## config.mk

```make
export PLATFORM = sky130hd
export DESIGN_NAME = sr_wb_unit
export DESIGN_NICKNAME = d
export VERILOG_FILES = /design/src/rtl/sr_wb_unit.sv
export SDC_FILE = /design/constraint.sdc
export NUM_CORES = 1
export LEC_CHECK = 0
export BUFFER_PORTS_ARGS = -buffer_cell sky130_fd_sc_hd__buf_2
export CELL_PAD_IN_SITES_DETAIL_PLACEMENT = 0
export CELL_PAD_IN_SITES_GLOBAL_PLACEMENT = 1
export CORE_UTILIZATION = 40
export CTS_CLUSTER_DIAMETER = 200
export DETAILED_ROUTE_END_ITERATION = 6
export PLACE_DENSITY_LB_ADDON = 0.25
export SLEW_MARGIN = 20
export SYNTH_ARGS = -nofsm -noshare
export SYNTH_HDL_FRONTEND = slang
export SYNTH_SLANG_ARGS = --single-unit
export TNS_END_PERCENT = 20
```

## constraint.sdc

```tcl
create_clock -name clk -period 4.69 [get_ports clk]
set_input_delay 0.2345 -clock clk [delete_from_list [all_inputs] [get_ports clk]]
set_output_delay 0.2345 -clock clk [all_outputs]
set_load 0.02 [all_outputs]
```

## src/rtl/sr_wb_unit.sv

```systemverilog
// ============================================================================
// Module   : sr_wb_unit
// Brief    : Writeback/NZP stage with register file, CC register, bypassed
//            decode read ports and busy scoreboard. Optional SR_RETIRE_CNT_EN
//            builds the retired-instruction counter.
// Revision : 1.0 - initial release
// ============================================================================
`default_nettype none

module sr_wb_unit #(
   parameter  int DATA_W   = 16,
   parameter  int NUM_REGS = 8,
   localparam int ID_W     = $clog2(NUM_REGS)
) (
   input  logic                clk,
   input  logic                rst_n,
   input  logic                sr_v,
   input  logic [3:0]          sr_cs,
   input  logic [DATA_W-1:0]   sr_npc,
   input  logic [DATA_W-1:0]   sr_address,
   input  logic [DATA_W-1:0]   sr_alu_result,
   input  logic [DATA_W-1:0]   sr_data,
   input  logic [ID_W-1:0]     sr_drid,
   output logic                v_sr_ld_reg,
   output logic                v_sr_ld_cc,
   output logic [DATA_W-1:0]   sr_reg_data,
   output logic [2:0]          sr_cc_data,
   input  logic [ID_W-1:0]     rd_a_id,
   output logic [DATA_W-1:0]   rd_a_data,
   input  logic [ID_W-1:0]     rd_b_id,
   output logic [DATA_W-1:0]   rd_b_data,
   output logic [2:0]          cc_q,
   input  logic                sb_set_v,
   input  logic [ID_W-1:0]     sb_set_id,
   output logic [NUM_REGS-1:0] busy,
   output logic [31:0]         retire_cnt
);

   localparam logic [2:0] c_cc_n = 3'b100;
   localparam logic [2:0] c_cc_z = 3'b010;
   localparam logic [2:0] c_cc_p = 3'b001;

   logic                w_ld_cc;
   logic                w_ld_reg;
   logic [1:0]          w_wb_mux;
   logic [DATA_W-1:0]   r_regfile [NUM_REGS];
   logic [2:0]          r_cc;
   logic [NUM_REGS-1:0] r_busy;
   logic [NUM_REGS-1:0] w_busy_nxt;

   assign w_ld_cc  = sr_cs[3];
   assign w_ld_reg = sr_cs[2];
   assign w_wb_mux = sr_cs[1:0];

   assign v_sr_ld_reg = sr_v & w_ld_reg;
   assign v_sr_ld_cc  = sr_v & w_ld_cc;

   always_comb begin
      sr_reg_data = sr_address;
      case (w_wb_mux)
         2'b00:   sr_reg_data = sr_address;
         2'b01:   sr_reg_data = sr_data;
         2'b10:   sr_reg_data = sr_npc;
         default: sr_reg_data = sr_alu_result;
      endcase
   end

   always_comb begin
      sr_cc_data = c_cc_p;
      if (sr_reg_data[DATA_W-1])
         sr_cc_data = c_cc_n;
      else if (sr_reg_data == '0)
         sr_cc_data = c_cc_z;
   end

   always_ff @(posedge clk) begin
      if (!rst_n) begin
         for (int i = 0; i < NUM_REGS; i++)
            r_regfile[i] <= '0;
      end else if (v_sr_ld_reg) begin
         r_regfile[sr_drid] <= sr_reg_data;
      end
   end

   // Write-through bypass lets decode see the retiring value in the same cycle.
   assign rd_a_data = (v_sr_ld_reg && (rd_a_id == sr_drid)) ? sr_reg_data : r_regfile[rd_a_id];
   assign rd_b_data = (v_sr_ld_reg && (rd_b_id == sr_drid)) ? sr_reg_data : r_regfile[rd_b_id];

   always_ff @(posedge clk) begin
      if (!rst_n)
         r_cc <= c_cc_z;
      else if (v_sr_ld_cc)
         r_cc <= sr_cc_data;
   end

   assign cc_q = r_cc;

   // A set and clear of the same register in one cycle means a new producer
   // issued as the old one retired, so the set must win.
   for (genvar gi = 0; gi < NUM_REGS; gi++) begin : g_busy
      logic w_set;
      logic w_clr;
      assign w_set          = sb_set_v & (sb_set_id == ID_W'(gi));
      assign w_clr          = v_sr_ld_reg & (sr_drid == ID_W'(gi));
      assign w_busy_nxt[gi] = w_set | (r_busy[gi] & ~w_clr);
   end

   always_ff @(posedge clk) begin
      if (!rst_n)
         r_busy <= '0;
      else
         r_busy <= w_busy_nxt;
   end

   assign busy = r_busy;

`ifdef SR_RETIRE_CNT_EN
   logic [31:0] r_retire_cnt;

   always_ff @(posedge clk) begin
      if (!rst_n)
         r_retire_cnt <= '0;
      else if (sr_v)
         r_retire_cnt <= r_retire_cnt + 32'd1;
   end

   assign retire_cnt = r_retire_cnt;
`else
   assign retire_cnt = 32'h0;
`endif

endmodule

`default_nettype wire
```

==> impl_results.md <==
* Most frequent cells in the layout: buf_2 (147), nor2_1 (132), edfxtp_1 (128), mux4_2 (64), nand2_1 (61)
* Skew-Pair Late Insertion Delay at approximately 430 ps
* I/O Buffers at around 150
* DR vias/cell at 5.503
* Gate Count Post-Synth at 660
* Part of the power in combinational logic at approximately 19%
* Layout Cells excl Fill at 1,074
* Main synth FF type: edfxtp_1
* Yosys cell types at 34
* GRT Total Usage at 22.81%
* Clock Tree Root: clkbuf_16
* Power Density at ~360 nW/um^2
* Async set-reset flop share out of synthesis at 0%
* Sequential power share at 42.2%
* Largest net degree at the start of global routing at 34
* CP endpoint kind: output port
* Vias in the first global route at 5,920
* Vias at 5,910
* Post-synth EDFFs at 128
* Period utilisation layout at 64.39%
* Top Ports at 180
* Post-placement cell count at ~1,000
* Post-synthesis adder-cell area fraction at 0%
* Die Width at between 100 and 150 um
* Drt first pass iters at 5
* Unrepaired setup endpoints after global routing: no
* Initial Util at 40.69%
* Commonest non-fill, non-tap cell in the layout: buf_2
* #FFs+latches synth at between 100 and 150
* Standard-cell row count at 52
* DIE AREA at roughly 21,000 sq um
* CP Max Fanout at 32
* Global-route wire length before repair at between 30 and 40 mm
* Crit Path Class: in -> out
* Max-slew violation count at 0
* Grt ovf at 0
* CTS H-tree depth at 4
* Final Hold Fails at 0
* WHS at 71.44 ps
* Post-CTS Setup Inserts at 0
* Clock skew at 0 ps
* Synth Area in Simple Gates at 10.61%
* Avg WL per Cell at between 20 and 25 um
* Final-stage net count at 875
* Relative slew slack at about a quarter
* Synth Area in Compound Gates at ~6%
* CTS tree: built
* Seq/Total Area, Yosys at 49.36%
* Multi-input gate area at 3726 sq um
* Max-cap violations at 0
* Worst-Margin Slew at 1138 ps
* Die span in y at 145.5 um
* XOR/XNOR share of the synthesized area at 0.6383%
* Share of cells above drive strength 1 at ~38%
* Mux contribution to synthesized area at 26.17%
* RD Place Congestion at 0.7544
* Min Clock Period, post-route at 3020 ps
* Antenna violations before repair at 0
* Syn avg cell area at 12.47 sq um
* Detail Placement HPWL at about 15 mm
* Final Setup Violations at 0
* CP Data Required Time at 4460 ps
* Largest family of logic cells by synthesized area: multiplexers
* Final ANT Viol Nets at 0
* Max IR drop VDD at about 0.22 mV
* FF+latch area at between 4000 and 5000 sq um
* Synthesized area at 8233 sq um
* Power Internal at between 2 and 2.5 mW
* CTS buffer count at 17
* Total Neg Setup Slack at 0 ps
* Final worst slack at 1670 ps
* Area Growth Syn to Fin at 17.40%
* CTS resizes at 0
* Utilization after layout at 47.77%
* Antenna cell count at 0
* Core outline area at 20,230 sq um
* Outcome: finished, final reports clean
* Number of DRC markers in iteration 0 at around 630
* Clock Tree Buf Depth at 2
* Post-Route WL at 23.26 mm
* Worst hold path type: in -> reg
* Worst Setup Start Kind: input pin
* Maximum clock rate at approximately 0.33 GHz
* Yosys warning count at 0
* Sw frac at 28.55%
* Sink Count at 139
* Post-CTS Hold Fix Bufs at 0
* DRC at 0
* Placement Setup Slack at about 1700 ps
* Clock power share at 39.3%
* Switching pwr at 0.9879 mW
* Fillers at between 1,500 and 2,000
* Leak Pwr at 3.853 nW
* Clk pin slew, worst setup/hold paths at 70 ps
* Crit path DAT at 2790 ps
-- cells by family (layout without fill, tap and decap cells) --
group                     after synthesis  in the layout
DFF                                   139            139
buffers and inverters                 105            218
xor gates and xnor gates                6              6
muxes                                 128            128
and+or+nand+nor                       214            214
other                                   1             32
AOI/OAI and AO/OA                      67             67
-- layer usage --
| layer | routed length, um | global-route usage, % | share of wire [%] |
|---|---|---|---|
| met5 | 0 | 0 | 0 |
| met4 | 423 | 7.263 | 1.8 |
| met3 | 1802 | 4.389 | 7.7 |
| met2 | 11860 | 39.90 | 51 |
| met1 | 9169 | 28.48 | 39 |
-- flip-flops by register name, indices dropped and copies added, names as in the netlist --
name	count
busy	8
cc_q	3
r_regfile	128
-- cell type report --
type | instances | area share [%]
clock buffer | 21 | 5.320
clock inverter | 11 | 0.9450
inverter | 27 | 1.100
multi-input combinational | 447 | 38.55
sequential | 139 | 42.05
tap | 270 | 3.495
timing repair buffer | 159 | 8.544
-- worst paths after layout --
check	start	end	slack (ps)	cells past startpoint
max	sr_cs[0]	sr_cc_data[0]	1670	8
min	sb_set_id[0]	busy[0]	70	2
max reg2reg	cc_q[1]	cc_q[1]	3940	1
min reg2reg	cc_q[2]	cc_q[2]	460	2
-- power groups by stage --
stage,logic (mW),clock network (mW),registers (mW)
floorplan,0.455,0,1.48
CTS,0.645,1.38,1.46
detailed placement,0.644,0,1.49
global placement,0.638,0,1.48
finish,0.639,1.36,1.46
global route,0.682,1.42,1.47
-- synthesized netlist by cell type (3+ instances only) --
| library cell | count | area share [%] |
|---|---|---|
| dfxtp_1 | 11 | 2.7 |
| nor4_1 | 3 | 0.23 |
| nand2b_1 | 5 | 0.38 |
| edfxtp_1 | 128 | 47 |
| mux4_2 | 64 | 18 |
| o21ai_0 | 39 | 2.4 |
| buf_2 | 7 | 0.43 |
| xor2_1 | 6 | 0.64 |
| nand3_1 | 5 | 0.30 |
| nand2_1 | 61 | 2.8 |
| mux2_4 | 14 | 2.6 |
| nor2_1 | 132 | 6.0 |
| buf_6 | 3 | 0.41 |
| mux2i_1 | 48 | 5.8 |
| inv_1 | 18 | 0.82 |
| nor4_2 | 3 | 0.46 |
| o22ai_1 | 6 | 0.46 |
| inv_2 | 7 | 0.32 |
| clkbuf_1 | 31 | 1.4 |
| o21ai_2 | 5 | 0.53 |
| o21ai_4 | 11 | 2.2 |
| buf_4 | 36 | 3.3 |
-- critical path, stage by stage --
cell and delay, ps:
buf_2 670, mux2_4 360, o21ai_2 320, inv_1 150, nor4_1 510, and4_4 330, nor2_1 40, buf_2 160
-- per-stage QoR --
stage	total power [mW]	instance area, sq um
floorplan	1.935	8349
global placement	2.116	9060
detailed placement	2.131	9060
CTS	3.480	9666
global route	3.575	9666
finish	3.460	9666
No activity file was read; power rests on OpenSTA's default activity.
